$ cat config.mk
export PLATFORM = sky130hd
export DESIGN_NAME = bp_cce_stall_unit_gen
export DESIGN_NICKNAME = d
export VERILOG_FILES = /design/src/rtl/bp_cce_stall_unit_gen.sv
export SDC_FILE = /design/constraint.sdc
export NUM_CORES = 1
export LEC_CHECK = 0
export BUFFER_PORTS_ARGS = -buffer_cell sky130_fd_sc_hd__buf_2
export CORE_MARGIN = 8
export CORE_UTILIZATION = 41
export CTS_CLUSTER_SIZE = 25
export DETAILED_ROUTE_END_ITERATION = 8
export MAX_ROUTING_LAYER = met4
export PLACE_DENSITY = 0.86
export REMOVE_ABC_BUFFERS = 1
export SYNTH_ARGS = -nofsm -noshare
export SYNTH_HDL_FRONTEND = slang
export SYNTH_SLANG_ARGS = --single-unit
$ cat constraint.sdc
create_clock -name clk_i -period 1.9 [get_ports clk_i]
set_input_delay 0.095 -clock clk_i [delete_from_list [all_inputs] [get_ports clk_i]]
set_output_delay 0.095 -clock clk_i [all_outputs]
set_load 0.03 [all_outputs]
$ cat src/rtl/bp_cce_stall_unit_gen.sv
// bp_cce_stall_unit_gen
// Parametrised stall unit for the CCE microcode engine. It produces a same-cycle
// stall that blocks architectural updates and forces replay. It also keeps
// episode statistics: consecutive and total stall counters, the cause vector
// seen on the first cycle of an episode, and a watchdog that flags a hung engine.
module bp_cce_stall_unit_gen #(
    parameter int num_src_q_p       = 4,
    parameter int num_dst_q_p       = 2,
    parameter int num_fu_p          = 7,
    parameter int max_counter_val_p = 255,
    parameter int watchdog_cycles_p = 128
) (
    input  logic                                       clk_i,
    input  logic                                       reset_n_i,
    input  logic                                       inst_v_i,
    input  logic [num_src_q_p-1:0]                     src_yumi_i,
    input  logic [num_src_q_p-1:0]                     src_v_i,
    input  logic [num_dst_q_p-1:0]                     dst_v_i,
    input  logic [num_dst_q_p-1:0]                     dst_ready_i,
    input  logic                                       wfq_v_i,
    input  logic [num_src_q_p-1:0]                     wfq_mask_i,
    input  logic [num_fu_p-1:0]                        fu_use_i,
    input  logic [num_fu_p-1:0]                        fu_busy_i,
    input  logic                                       global_busy_i,
    input  logic                                       clr_i,
    output logic                                       stall_o,
    output logic [4:0]                                 cause_o,
    output logic [4:0]                                 first_cause_o,
    output logic [$clog2(max_counter_val_p+1)-1:0]     stall_count_o,
    output logic [$clog2(max_counter_val_p+1)-1:0]     total_stall_o,
    output logic                                       hang_o
);

    localparam int cnt_w_lp = $clog2(max_counter_val_p + 1);
    localparam logic [cnt_w_lp-1:0] cnt_max_lp = cnt_w_lp'(max_counter_val_p);
    // Value of the consecutive counter during the stall cycle that completes
    // the watchdog window; the edge ending that cycle declares the hang.
    localparam logic [cnt_w_lp-1:0] wd_last_lp = cnt_w_lp'(watchdog_cycles_p - 1);
    localparam logic [cnt_w_lp-1:0] cnt_one_lp = cnt_w_lp'(1);

    typedef enum logic [1:0] {
        RUN   = 2'd0,
        STALL = 2'd1,
        HANG  = 2'd2
    } state_e;

    // ------------------------------------------------------------------
    // Per-queue / per-unit hazard terms
    // ------------------------------------------------------------------
    logic [num_src_q_p-1:0] src_empty_terms;
    logic [num_src_q_p-1:0] wfq_ready_terms;
    logic [num_dst_q_p-1:0] dst_full_terms;
    logic [num_fu_p-1:0]    fu_hazard_terms;

    genvar gi;
    generate
        for (gi = 0; gi < num_src_q_p; gi++) begin : g_src
            // dequeue from an empty queue
            assign src_empty_terms[gi] = src_yumi_i[gi] & ~src_v_i[gi];
            // a queue the wait-for-queue instruction cares about has data
            assign wfq_ready_terms[gi] = wfq_mask_i[gi] & src_v_i[gi];
        end
        for (gi = 0; gi < num_dst_q_p; gi++) begin : g_dst
            // enqueue into a destination that cannot accept
            assign dst_full_terms[gi] = dst_v_i[gi] & ~dst_ready_i[gi];
        end
        for (gi = 0; gi < num_fu_p; gi++) begin : g_fu
            // instruction needs a resource another unit currently holds
            assign fu_hazard_terms[gi] = fu_use_i[gi] & fu_busy_i[gi];
        end
    endgenerate

    // ------------------------------------------------------------------
    // Combinational cause vector and stall
    // ------------------------------------------------------------------
    logic [4:0] cause;
    logic       stall;

    // Instruction-related causes only count with a valid instruction; the
    // global blocker stalls the engine regardless.
    always_comb begin
        cause    = '0;
        cause[0] = inst_v_i & (|src_empty_terms);
        cause[1] = inst_v_i & (|dst_full_terms);
        cause[2] = inst_v_i & wfq_v_i & ~(|wfq_ready_terms);
        cause[3] = global_busy_i;
        cause[4] = inst_v_i & (|fu_hazard_terms);
    end

    assign stall   = |cause;
    assign stall_o = stall;
    assign cause_o = cause;

    // ------------------------------------------------------------------
    // Sequential tracking
    // ------------------------------------------------------------------
    state_e                state_reg;
    logic [cnt_w_lp-1:0]   stall_count_reg;
    logic [cnt_w_lp-1:0]   total_stall_reg;
    logic [4:0]            first_cause_reg;
    logic                  hang_reg;

    logic [cnt_w_lp-1:0]   stall_count_next;
    logic [cnt_w_lp-1:0]   total_stall_next;

    // Saturating increments for both counters
    always_comb begin
        stall_count_next = stall_count_reg;
        total_stall_next = total_stall_reg;
        if (stall_count_reg != cnt_max_lp) begin
            stall_count_next = stall_count_reg + cnt_one_lp;
        end
        if (total_stall_reg != cnt_max_lp) begin
            total_stall_next = total_stall_reg + cnt_one_lp;
        end
    end

    // Episode FSM with registered outputs; clear outranks any same-cycle update
    always_ff @(posedge clk_i) begin
        if (!reset_n_i || clr_i) begin
            state_reg       <= RUN;
            stall_count_reg <= '0;
            total_stall_reg <= '0;
            first_cause_reg <= '0;
            hang_reg        <= 1'b0;
        end else begin
            if (stall) begin
                total_stall_reg <= total_stall_next;
            end
            case (state_reg)
                RUN: begin
                    if (stall) begin
                        first_cause_reg <= cause;
                        stall_count_reg <= cnt_one_lp;
                        if (watchdog_cycles_p == 1) begin
                            state_reg <= HANG;
                            hang_reg  <= 1'b1;
                        end else begin
                            state_reg <= STALL;
                        end
                    end
                end
                STALL: begin
                    if (!stall) begin
                        state_reg       <= RUN;
                        stall_count_reg <= '0;
                    end else begin
                        stall_count_reg <= stall_count_next;
                        if (stall_count_reg == wd_last_lp) begin
                            state_reg <= HANG;
                            hang_reg  <= 1'b1;
                        end
                    end
                end
                HANG: begin
                    // Hang is sticky; episodes are still tracked so software
                    // can inspect them after the watchdog has fired.
                    if (!stall) begin
                        stall_count_reg <= '0;
                    end else if (stall_count_reg == '0) begin
                        first_cause_reg <= cause;
                        stall_count_reg <= cnt_one_lp;
                    end else begin
                        stall_count_reg <= stall_count_next;
                    end
                end
                default: begin
                    state_reg       <= RUN;
                    stall_count_reg <= '0;
                end
            endcase
        end
    end

    assign stall_count_o = stall_count_reg;
    assign total_stall_o = total_stall_reg;
    assign first_cause_o = first_cause_reg;
    assign hang_o        = hang_reg;

endmodule

# Yosys cells after proc, flatten, opt, wreduce, memory -nomap -nowiden
# Cells that the tools add are included.
[classes]
addsub = 2
n_eq_ne = 9
muxes = 14
bitwise_logic = 30
reduce_logical = 14
[op_table]
columns = ["op", "count"]
rows = [
  ["$mux W8", 5],
  ["$pmux W8 S3", 1],
  ["$and A1 B1 Y1", 22],
  ["$add A8 B1 Y8 const B", 2],
  ["$ne A8 B8 Y1 const B", 2],
  ["$mux W5", 3],
  ["$pmux W5 S2", 1],
  ["$eq A8 B7 Y1 const B", 1],
  ["$logic_not A8 Y1", 1],
  ["$not A1 Y1", 8],
  ["$reduce_or A4 Y1", 2],
  ["$reduce_or A7 Y1", 1],
  ["$mux W2", 3],
  ["$ne A2 B2 Y1 const B", 3],
  ["$pmux W2 S3", 1],
  ["$reduce_and A3 Y1", 2],
  ["$reduce_or A5 Y1", 1],
  ["$reduce_and A4 Y1", 1],
  ["$ne A3 B3 Y1 const B", 1],
  ["$eq A2 B1 Y1 const B", 1],
  ["$eq A2 B2 Y1 const B", 1],
  ["$logic_not A2 Y1", 1],
  ["$reduce_and A2 Y1", 1],
  ["$reduce_bool A2 Y1", 1],
  ["other kinds (3)", 3],
]
[totals]
reg_bits = 24
input_bits = 36
output_inout_bits = 28
word_cells = 74

# Longest topological paths before layout
# Gate-level depths: netlist of run 1.
[depth]
depth_word = 7
ltp_mapped = 9
mapped_depth_nobuf = 8

# Worst setup path before layout of run 1
# No wires, ideal clock.
[synth_path]
path_type = "register -> register"
startpoint = "register stall_count_reg[1] (netlist: stall_count_o[1])"
endpoint = "register stall_count_reg[0] (netlist: stall_count_o[0])"
setup_time_ns = 0.117
arrival_time_ns = 2.055
required_time_ns = 1.783
setup_slack_ns = -0.272
stages_incl_launch_ff = 8
n_path_buf = 1
synth_period_minus_slack_ns = 2.172
cell_sequence = "dfxtp_1 > ha_1 > nand4_1 > or2_2 > clkbuf_1 > xnor2_1 > or3_1 > and4b_1"
[synth_via]
elab_chain_len = 5
word_cells_on_any_way = 7
cone_classes = "eq/ne: 1; mux: 5; reduce/logical: 1"
[synth_rtl]
columns = ["item", "line", "rtl"]
rows = [
  ["start: declaration", "98", "logic [cnt_w_lp-1:0] stall_count_reg;"],
  ["start signal: assignment", "134", "stall_count_reg <= cnt_one_lp;"],
  ["start signal: assignment", "148", "stall_count_reg <= stall_count_next;"],
  ["start signal: assignment", "162", "stall_count_reg <= cnt_one_lp;"],
  ["$ne A8 B8 Y1", "110", "if (stall_count_reg != cnt_max_lp) begin"],
  ["$mux W8", "110", ""],
  ["$mux W8", "160", "end else if (stall_count_reg == '0) begin"],
  ["$mux W8", "158", "if (!stall) begin"],
  ["$pmux W8 S3 (*)", "130", "case (state_reg)"],
]
# Mark *: on every way between the ends. The rest lies on a longest branch, timed or not.
# A chain may end at the register's enable or synchronous reset.

# Worst setup path after layout of run 1
[layout_path]
startpoint = "register stall_count_reg[0] (netlist: stall_count_o[0])"
endpoint = "register stall_count_reg[0] (netlist: stall_count_o[0])"
[layout_via]
elab_chain_len = 5
word_cells_on_any_way = 8
cone_classes = "add/sub: 1; eq/ne: 1; mux: 5; reduce/logical: 1"
[layout_rtl]
columns = ["item", "line"]
rows = [
  ["$add A8 B1 Y8 / $ne A8 B8 Y1 (equally long branches)", "111, 110"],
  ["$mux W8", "110"],
  ["$mux W8", "160"],
  ["$mux W8", "158"],
  ["$pmux W8 S3 (*)", "130"],
]
# Marks and branches as above.

==> results.py, run 1 <==
metrics = {
    "timing": {
        "finalCriticalPeriod_ps": 1770,
        "fmax_ghz": 0.564,
        "rsz0062_at_grt": "false",
        "tightestPinTransition_ps": 688,
        "timing_max_transition_violations_final": 0,
        "layout_worst_path_cycle_share_pct": 93.4,
        "final.setup.tns_ps": 0,
        "tightest_hold_margin_ps": 88.5,
        "clk_skew_ps": 1.20,
        "slew_headroom_pct": 54.1,
        "hold_viol_final": 0,
        "finalSetupViolations": 0,
    },
    "cts": {
        "clock_sink_count": 24,
        "cts_buffers": 3,
        "clk_path_buf_depth": 2,
        "cts_root_buffer": "sky130_fd_sc_hd__clkbuf_4",
        "quantity_of_gates_resized_following_cts": 1,
        "ctsHtreeMaxLevel": 1,
        "cts_tree": "done",
        "postCtsSetupRepairBufs": 0,
        "clk_transition_reported_paths_ps": 140,
        "clk_latency_ps": 320,
        "postCtsHoldBufs": 0,
    },
    "floorplan": {
        "floorplan.initialDensity_pct": 43.5,
        "die-height_um": 73.2,
        "die_area_um2": 5350,
        "coreArea_um2": 3080,
        "die-width_um": 73.2,
        "floorplan.io_pins": 64,
        "rows": 20,
    },
    "routing": {
        "vias": 1494,
        "route.antenna.remaining_nets": 0,
        "post_route_drc_violation_count": 0,
        "detail_route.iter0.violations": 97,
        "drt_wl_total_um": 3940,
        "wl_per_cell_um": 13.9,
        "post_drt_via_cell_ratio": 5.28,
        "dr.pass1.iters": 6,
    },
    "place": {
        "post_dp_cell_area_um2": 1750,
        "port_buffers": 63,
        "gpl.final_weighted_congestion": 0.874,
        "placed_cells": 279,
        "hpwl_after_detailed_placement_um": 3090,
    },
    "synth": {
        "yosys_warnings": 0,
        "syn-instance-count": 168,
        "synth-edff-count": 0,
        "synth_top_flop_cell": "sky130_fd_sc_hd__dfxtp_1",
        "async_reset_ff_share_pct": 0,
        "synth_cell_types": 40,
        "synth_seq_cells": 24,
        "synth_sequential_area_ratio_pct": 35.9,
        "syn-cell-area_um2": 1340,
        "syn-mean-instance-area_um2": 7.98,
    },
    "cells_and_area": {
        "num_antenna_cells": 0,
        "post_layout_nonfiller_instances": 283,
        "multiInputGateArea_um2": 806,
        "final_cell_area_um2": 1830,
        "seqCellArea_um2": 482,
        "leading_cell_type_in_the_layout_fill_and_taps_excluded": "sky130_fd_sc_hd__buf_2",
        "nets": 279,
        "drive_above_1_share_pct": 36.8,
        "syn2layout_area_growth_pct": 36.3,
        "fill_cells": 294,
        "layout.cells.most_common_list": "sky130_fd_sc_hd__buf_2, sky130_fd_sc_hd__dfxtp_1, sky130_fd_sc_hd__a21oi_1",
    },
    "worst_setup_path": {
        "worstReg2RegStart": "stall_count_o[0]",
        "startpoint_type": "register",
        "cp.arrival_ps": 2000,
        "crit_path_max_fanout": 6,
        "crit_path_start": "stall_count_o[0]",
        "regToRegSetupSlack_ps": 130,
        "critical_path_class": "reg -> reg",
        "cp-end-kind": "register",
        "cp.required_ps": 2130,
    },
    "pwr": {
        "max-vdd-ir-drop_mv": 0.466,
        "power_leakage_uw": 0.000792,
        "powerDensity_nw_per_um2": 603,
    },
    "run": {
        "maxCapViolCount": 0,
    },
    "global_route": {
        "grt.total_usage_pct": 15.2,
        "antenna_found_initial": 0,
        "vias_in_the_first_global_route": 1443,
        "pin_count_of_the_biggest_net_entering_global_routing": 19,
        "grt-ovfl-total": 0,
        "grt_first_pass_wirelength_um": 6450,
    },
    "run_status": {
        "outcome": "finished clean",
    },
    "hold_path": {
        "hold_path_class": "in -> reg",
        "hold_path_startpoint": "global_busy_i",
    },
}
worst max-delay path: stages, from the launching register on:
cell                      delay [ps]
sky130_fd_sc_hd__dfxtp_1         380
sky130_fd_sc_hd__ha_1            190
sky130_fd_sc_hd__nand4_1         140
sky130_fd_sc_hd__or2_4           320
sky130_fd_sc_hd__xnor2_1         120
sky130_fd_sc_hd__or3_1           300
sky130_fd_sc_hd__and4b_1         220
cell type report:
cell class                      count  area share, %
Timing Repair Buffer               74           21.8
Clock inverter                      1           1.64
Tap cell                           44           3.01
Clock buffer                        3           1.23
Multi-Input combinational cell    128           44.1
Sequential cell                    24           26.4
Inverter                            9           1.85
kinds of logic (layout without fill, tap and decap cells):
kind of cell	after synthesis	after routing	synth area share, %
simple gates	73	73	29.6
compound gates	44	44	21.0
flops	24	24	35.9
buf+inv	16	87	5.51
xor+xnor	8	8	5.23
fa+ha+maj	3	3	2.80
per-stage QoR:
step	setup slack (ps)	utilization, %	power (µW)
2_1_floorplan	-453	-	639
3_3_place_gp	-69.5	57.0	724
3_5_place_dp	-185	57.0	728
4_1_cts	20.9	58.8	1100
5_1_grt	6.43	59.3	1150
6_report	126	59.3	1100
final timing paths:
kind / to / depth (start not counted)
max reg2reg: stall_count_o[0] / 6
min: first_cause_o[3] / 3
max: stall_count_o[0] / 6
min reg2reg: hang_o / 2
routing by layer:
| layer | GRT usage [%] | share of wire [%] | vias up |
|---|---|---|---|
| li1 | - | - | 753 |
| met1 | 16.9 | 44 | 706 |
| met2 | 27.1 | 51 | 33 |
| met3 | 3.57 | 4.5 | 2 |
| met4 | 2.44 | 0.33 | 0 |
| met5 | - | 0 | - |
where the power goes:
| group | switching, µW | total, µW | internal [µW] |
|---|---|---|---|
| Combinational | 117 | 199 | 82.4 |
| Clock | 167 | 381 | 213 |
| Sequential | 9.21 | 522 | 513 |
Yosys cell counts, types with 2 or more instances:
master | number | area, µm²
sky130_fd_sc_hd__o211ai_1 | 4 | 30.0
sky130_fd_sc_hd__a21oi_1 | 19 | 95.1
sky130_fd_sc_hd__dfxtp_1 | 24 | 480
sky130_fd_sc_hd__nor3_1 | 5 | 25.0
sky130_fd_sc_hd__ha_1 | 3 | 37.5
sky130_fd_sc_hd__and3_1 | 3 | 18.8
sky130_fd_sc_hd__nand4_1 | 5 | 31.3
sky130_fd_sc_hd__buf_2 | 2 | 10.0
sky130_fd_sc_hd__nand2_1 | 16 | 60.1
sky130_fd_sc_hd__xor2_1 | 6 | 52.6
sky130_fd_sc_hd__xnor2_1 | 2 | 17.5
sky130_fd_sc_hd__a22oi_1 | 4 | 30.0
sky130_fd_sc_hd__or3_1 | 2 | 12.5
sky130_fd_sc_hd__nor2_1 | 15 | 56.3
sky130_fd_sc_hd__clkbuf_1 | 3 | 11.3
sky130_fd_sc_hd__a31oi_1 | 2 | 12.5
sky130_fd_sc_hd__nand2b_1 | 8 | 50.1
sky130_fd_sc_hd__o21ai_0 | 6 | 30.0
sky130_fd_sc_hd__nand3_1 | 8 | 40.0
sky130_fd_sc_hd__a222oi_1 | 2 | 20.0
sky130_fd_sc_hd__inv_1 | 9 | 33.8
sky130_fd_sc_hd__a41oi_1 | 2 | 17.5
Note: power is estimated with default switching activity, not from simulation.
==> run 2, diff against run 1 <==
- ABC_AREA: unset -> 1
- CORE_UTILIZATION: 41 -> 45
- CTS_BUF_LIST: unset -> sky130_fd_sc_hd__clkbuf_8
- PLACE_DENSITY: 0.86 -> 0.9
==> results.py, run 2 <==
metrics = {
    "pwr": {
        "internal_power_uw": 731,
        "power_frac_seq_pct": 51.2,
        "powerDensity_nw_per_um2": 540,
        "power_leakage_uw": 0.000949,
        "pwr-share-comb_pct": 20.7,
        "max-vdd-ir-drop_mv": 0.352,
        "swShare_pct": 28.8,
        "power.share.clock_pct": 28.1,
        "switching_power_summed_over_all_nets_uw": 295,
    },
    "cts": {
        "quantity_of_gates_resized_following_cts": 0,
        "cts_root_buffer": "sky130_fd_sc_hd__clkbuf_8",
        "clock_sink_count": 24,
        "ctsHtreeMaxLevel": 1,
        "clk_transition_reported_paths_ps": 80,
        "clk_latency_ps": 260,
        "postCtsHoldBufs": 0,
        "postCtsSetupRepairBufs": 0,
        "cts_tree": "done",
        "cts_buffers": 3,
        "clk_path_buf_depth": 2,
    },
    "synth": {
        "async_reset_ff_share_pct": 0,
        "synthMostInstantiatedCell": "sky130_fd_sc_hd__nand2_1",
        "yosysTopAreaCellShare_pct": 31.6,
        "synth-edff-count": 0,
        "syn-mean-instance-area_um2": 6.64,
        "synth_cell_types": 35,
        "yosys_warnings": 0,
        "synth_seq_cells": 24,
        "post-synth-top-area-cell": "sky130_fd_sc_hd__dfxtp_1",
        "synth_top_cells_by_area": "sky130_fd_sc_hd__dfxtp_1, sky130_fd_sc_hd__nand2_1, sky130_fd_sc_hd__inv_1",
        "synth_sequential_area_ratio_pct": 31.6,
        "syn-instance-count": 229,
        "syn-cell-area_um2": 1520,
        "netlist_top_cells_count": "sky130_fd_sc_hd__nand2_1, sky130_fd_sc_hd__inv_1, sky130_fd_sc_hd__dfxtp_1, sky130_fd_sc_hd__nor2_1, sky130_fd_sc_hd__a21oi_1",
        "synth_top_flop_cell": "sky130_fd_sc_hd__dfxtp_1",
    },
    "cells_and_area": {
        "syn2layout_area_growth_pct": 25.0,
        "num_antenna_cells": 0,
        "drive_above_1_share_pct": 32.0,
        "nets": 332,
        "post_layout_nonfiller_instances": 337,
        "layout.cells.most_common_list": "sky130_fd_sc_hd__nand2_1, sky130_fd_sc_hd__buf_2, sky130_fd_sc_hd__inv_1",
        "leading_cell_type_in_the_layout_fill_and_taps_excluded": "sky130_fd_sc_hd__nand2_1",
    },
    "timing": {
        "hold_viol_final": 0,
        "finalCriticalPeriod_ps": 1700,
        "fmax_ghz": 0.590,
        "finalSetupViolations": 0,
        "tightestPinTransition_ps": 509,
        "timing_max_transition_violations_final": 0,
        "layout_worst_path_cycle_share_pct": 89.3,
        "clk_skew_ps": 1.83,
        "slew_headroom_pct": 66.0,
        "rsz0062_at_grt": "false",
        "final.setup.tns_ps": 0,
    },
    "routing": {
        "drt_wl_total_um": 3810,
        "detail_route.iter0.violations": 101,
        "post_drt_via_cell_ratio": 4.81,
        "route.antenna.remaining_nets": 0,
        "post_route_drc_violation_count": 0,
        "dr.pass1.iters": 4,
        "vias": 1620,
        "wl_per_cell_um": 11.3,
    },
    "worst_setup_path": {
        "cp.required_ps": 2090,
        "cp.arrival_ps": 1890,
        "startpoint_type": "register",
        "cp-end-kind": "register",
        "critical_path_class": "reg -> reg",
        "crit_path_max_fanout": 6,
    },
    "global_route": {
        "grt-ovfl-total": 0,
        "grt_first_pass_wirelength_um": 6380,
        "vias_in_the_first_global_route": 1565,
        "antenna_found_initial": 0,
        "pin_count_of_the_biggest_net_entering_global_routing": 15,
        "grt.total_usage_pct": 14.5,
    },
    "place": {
        "gpl.final_weighted_congestion": 0.976,
        "port_buffers": 63,
        "hpwl_after_detailed_placement_um": 3130,
        "placed_cells": 334,
    },
    "floorplan": {
        "rows": 21,
        "floorplan.io_pins": 64,
        "floorplan.initialDensity_pct": 46.3,
        "die_area_um2": 5490,
        "die-width_um": 74.1,
        "die-height_um": 74.1,
        "coreArea_um2": 3280,
    },
    "run_status": {
        "outcome": "finished clean",
    },
    "run": {
        "maxCapViolCount": 0,
    },
    "hold_path": {
        "hold_path_class": "in -> reg",
    },
}
-- run 2: changes by cell type after synthesis, moves of 4 or more --
cell | before | now
sky130_fd_sc_hd__o211ai_1 | 4 | 0
sky130_fd_sc_hd__nor2_1 | 15 | 21
sky130_fd_sc_hd__a22oi_1 | 4 | 0
sky130_fd_sc_hd__inv_1 | 9 | 33
sky130_fd_sc_hd__o21ai_2 | 0 | 4
sky130_fd_sc_hd__nand2_2 | 0 | 5
sky130_fd_sc_hd__nand2b_1 | 8 | 0
sky130_fd_sc_hd__nand2_1 | 16 | 66
-- run 2: final timing paths --
| path | from | end | slack (ps) | cells after the start |
|---|---|---|---|---|
| max reg2reg | stall_count_o[0] | stall_count_o[0] | 200 | 11 |
| max | stall_count_o[0] | stall_count_o[0] | 200 | 11 |
| min reg2reg | hang_o | hang_o | 450 | 2 |
| min | global_busy_i | first_cause_o[3] | 120 | 3 |
-- run 2: power groups by stage --
| stage | registers [µW] | clock network, µW | logic [µW] |
|---|---|---|---|
| global placement | 536 | 0 | 209 |
| floorplan | 555 | 0 | 115 |
| global route | 527 | 325 | 235 |
| CTS | 525 | 299 | 215 |
| detailed placement | 537 | 0 | 214 |
| finish | 525 | 288 | 213 |
-- run 2: kinds of logic (layout without fill, tap and decap cells) --
family / count (synthesis) / after routing / share of synthesized area [%]
xor gates and xnor gates: 4 / 4 / 2.30
DFF: 24 / 24 / 31.6
and+or+nand+nor: 117 / 117 / 36.0
adders and majority gates: 3 / 3 / 2.47
AOI/OAI and AO/OA: 38 / 38 / 15.1
buffers and inverters: 43 / 105 / 12.5
-- run 2: per-stage QoR --
| stage | hold slack, ps | utilization, % | area, µm² | power [µW] | setup WS (ps) |
|---|---|---|---|---|---|
| finish | 123 | 57.9 | 1900 | 1030 | 204 |
| global route | 133 | 57.9 | 1900 | 1090 | 0.0548 |
| CTS | 124 | 57.9 | 1900 | 1040 | 215 |
| detailed placement | 401 | 56.6 | 1860 | 751 | 245 |
| global placement | 404 | 56.6 | 1860 | 745 | 300 |
| floorplan | 190 | - | 1480 | 670 | 162 |
-- run 2: area by class of cell --
type                    instances  area, µm²
clock buffers                   3       41.3
inverters                      38        149
fillers                       335       1380
flip-flops and latches         24        480
well taps                      46       57.6
multi-input cells             162        850
repair buffers                 64        323
-- run 2: metal layers --
layer | track usage [%] | up-vias | share of wire (%)
met2 | 25.3 | 46 | 49
met1 | 17.2 | 728 | 46
met4 | 3.10 | 0 | 0.60
met3 | 2.02 | 4 | 4.2
met5 | - | - | 0
li1 | - | 842 | -
-- run 2: critical path: stages, from the launching register on --
cell	delay [ps]
sky130_fd_sc_hd__dfxtp_1	430
sky130_fd_sc_hd__ha_1	250
sky130_fd_sc_hd__nand3_1	130
sky130_fd_sc_hd__nor2_2	170
sky130_fd_sc_hd__nand2_2	90
sky130_fd_sc_hd__clkinv_2	80
sky130_fd_sc_hd__nand2_1	70
sky130_fd_sc_hd__nand3_1	80
sky130_fd_sc_hd__nand3_1	80
sky130_fd_sc_hd__nand3_1	90
sky130_fd_sc_hd__nand2_1	60
sky130_fd_sc_hd__a21oi_2	110
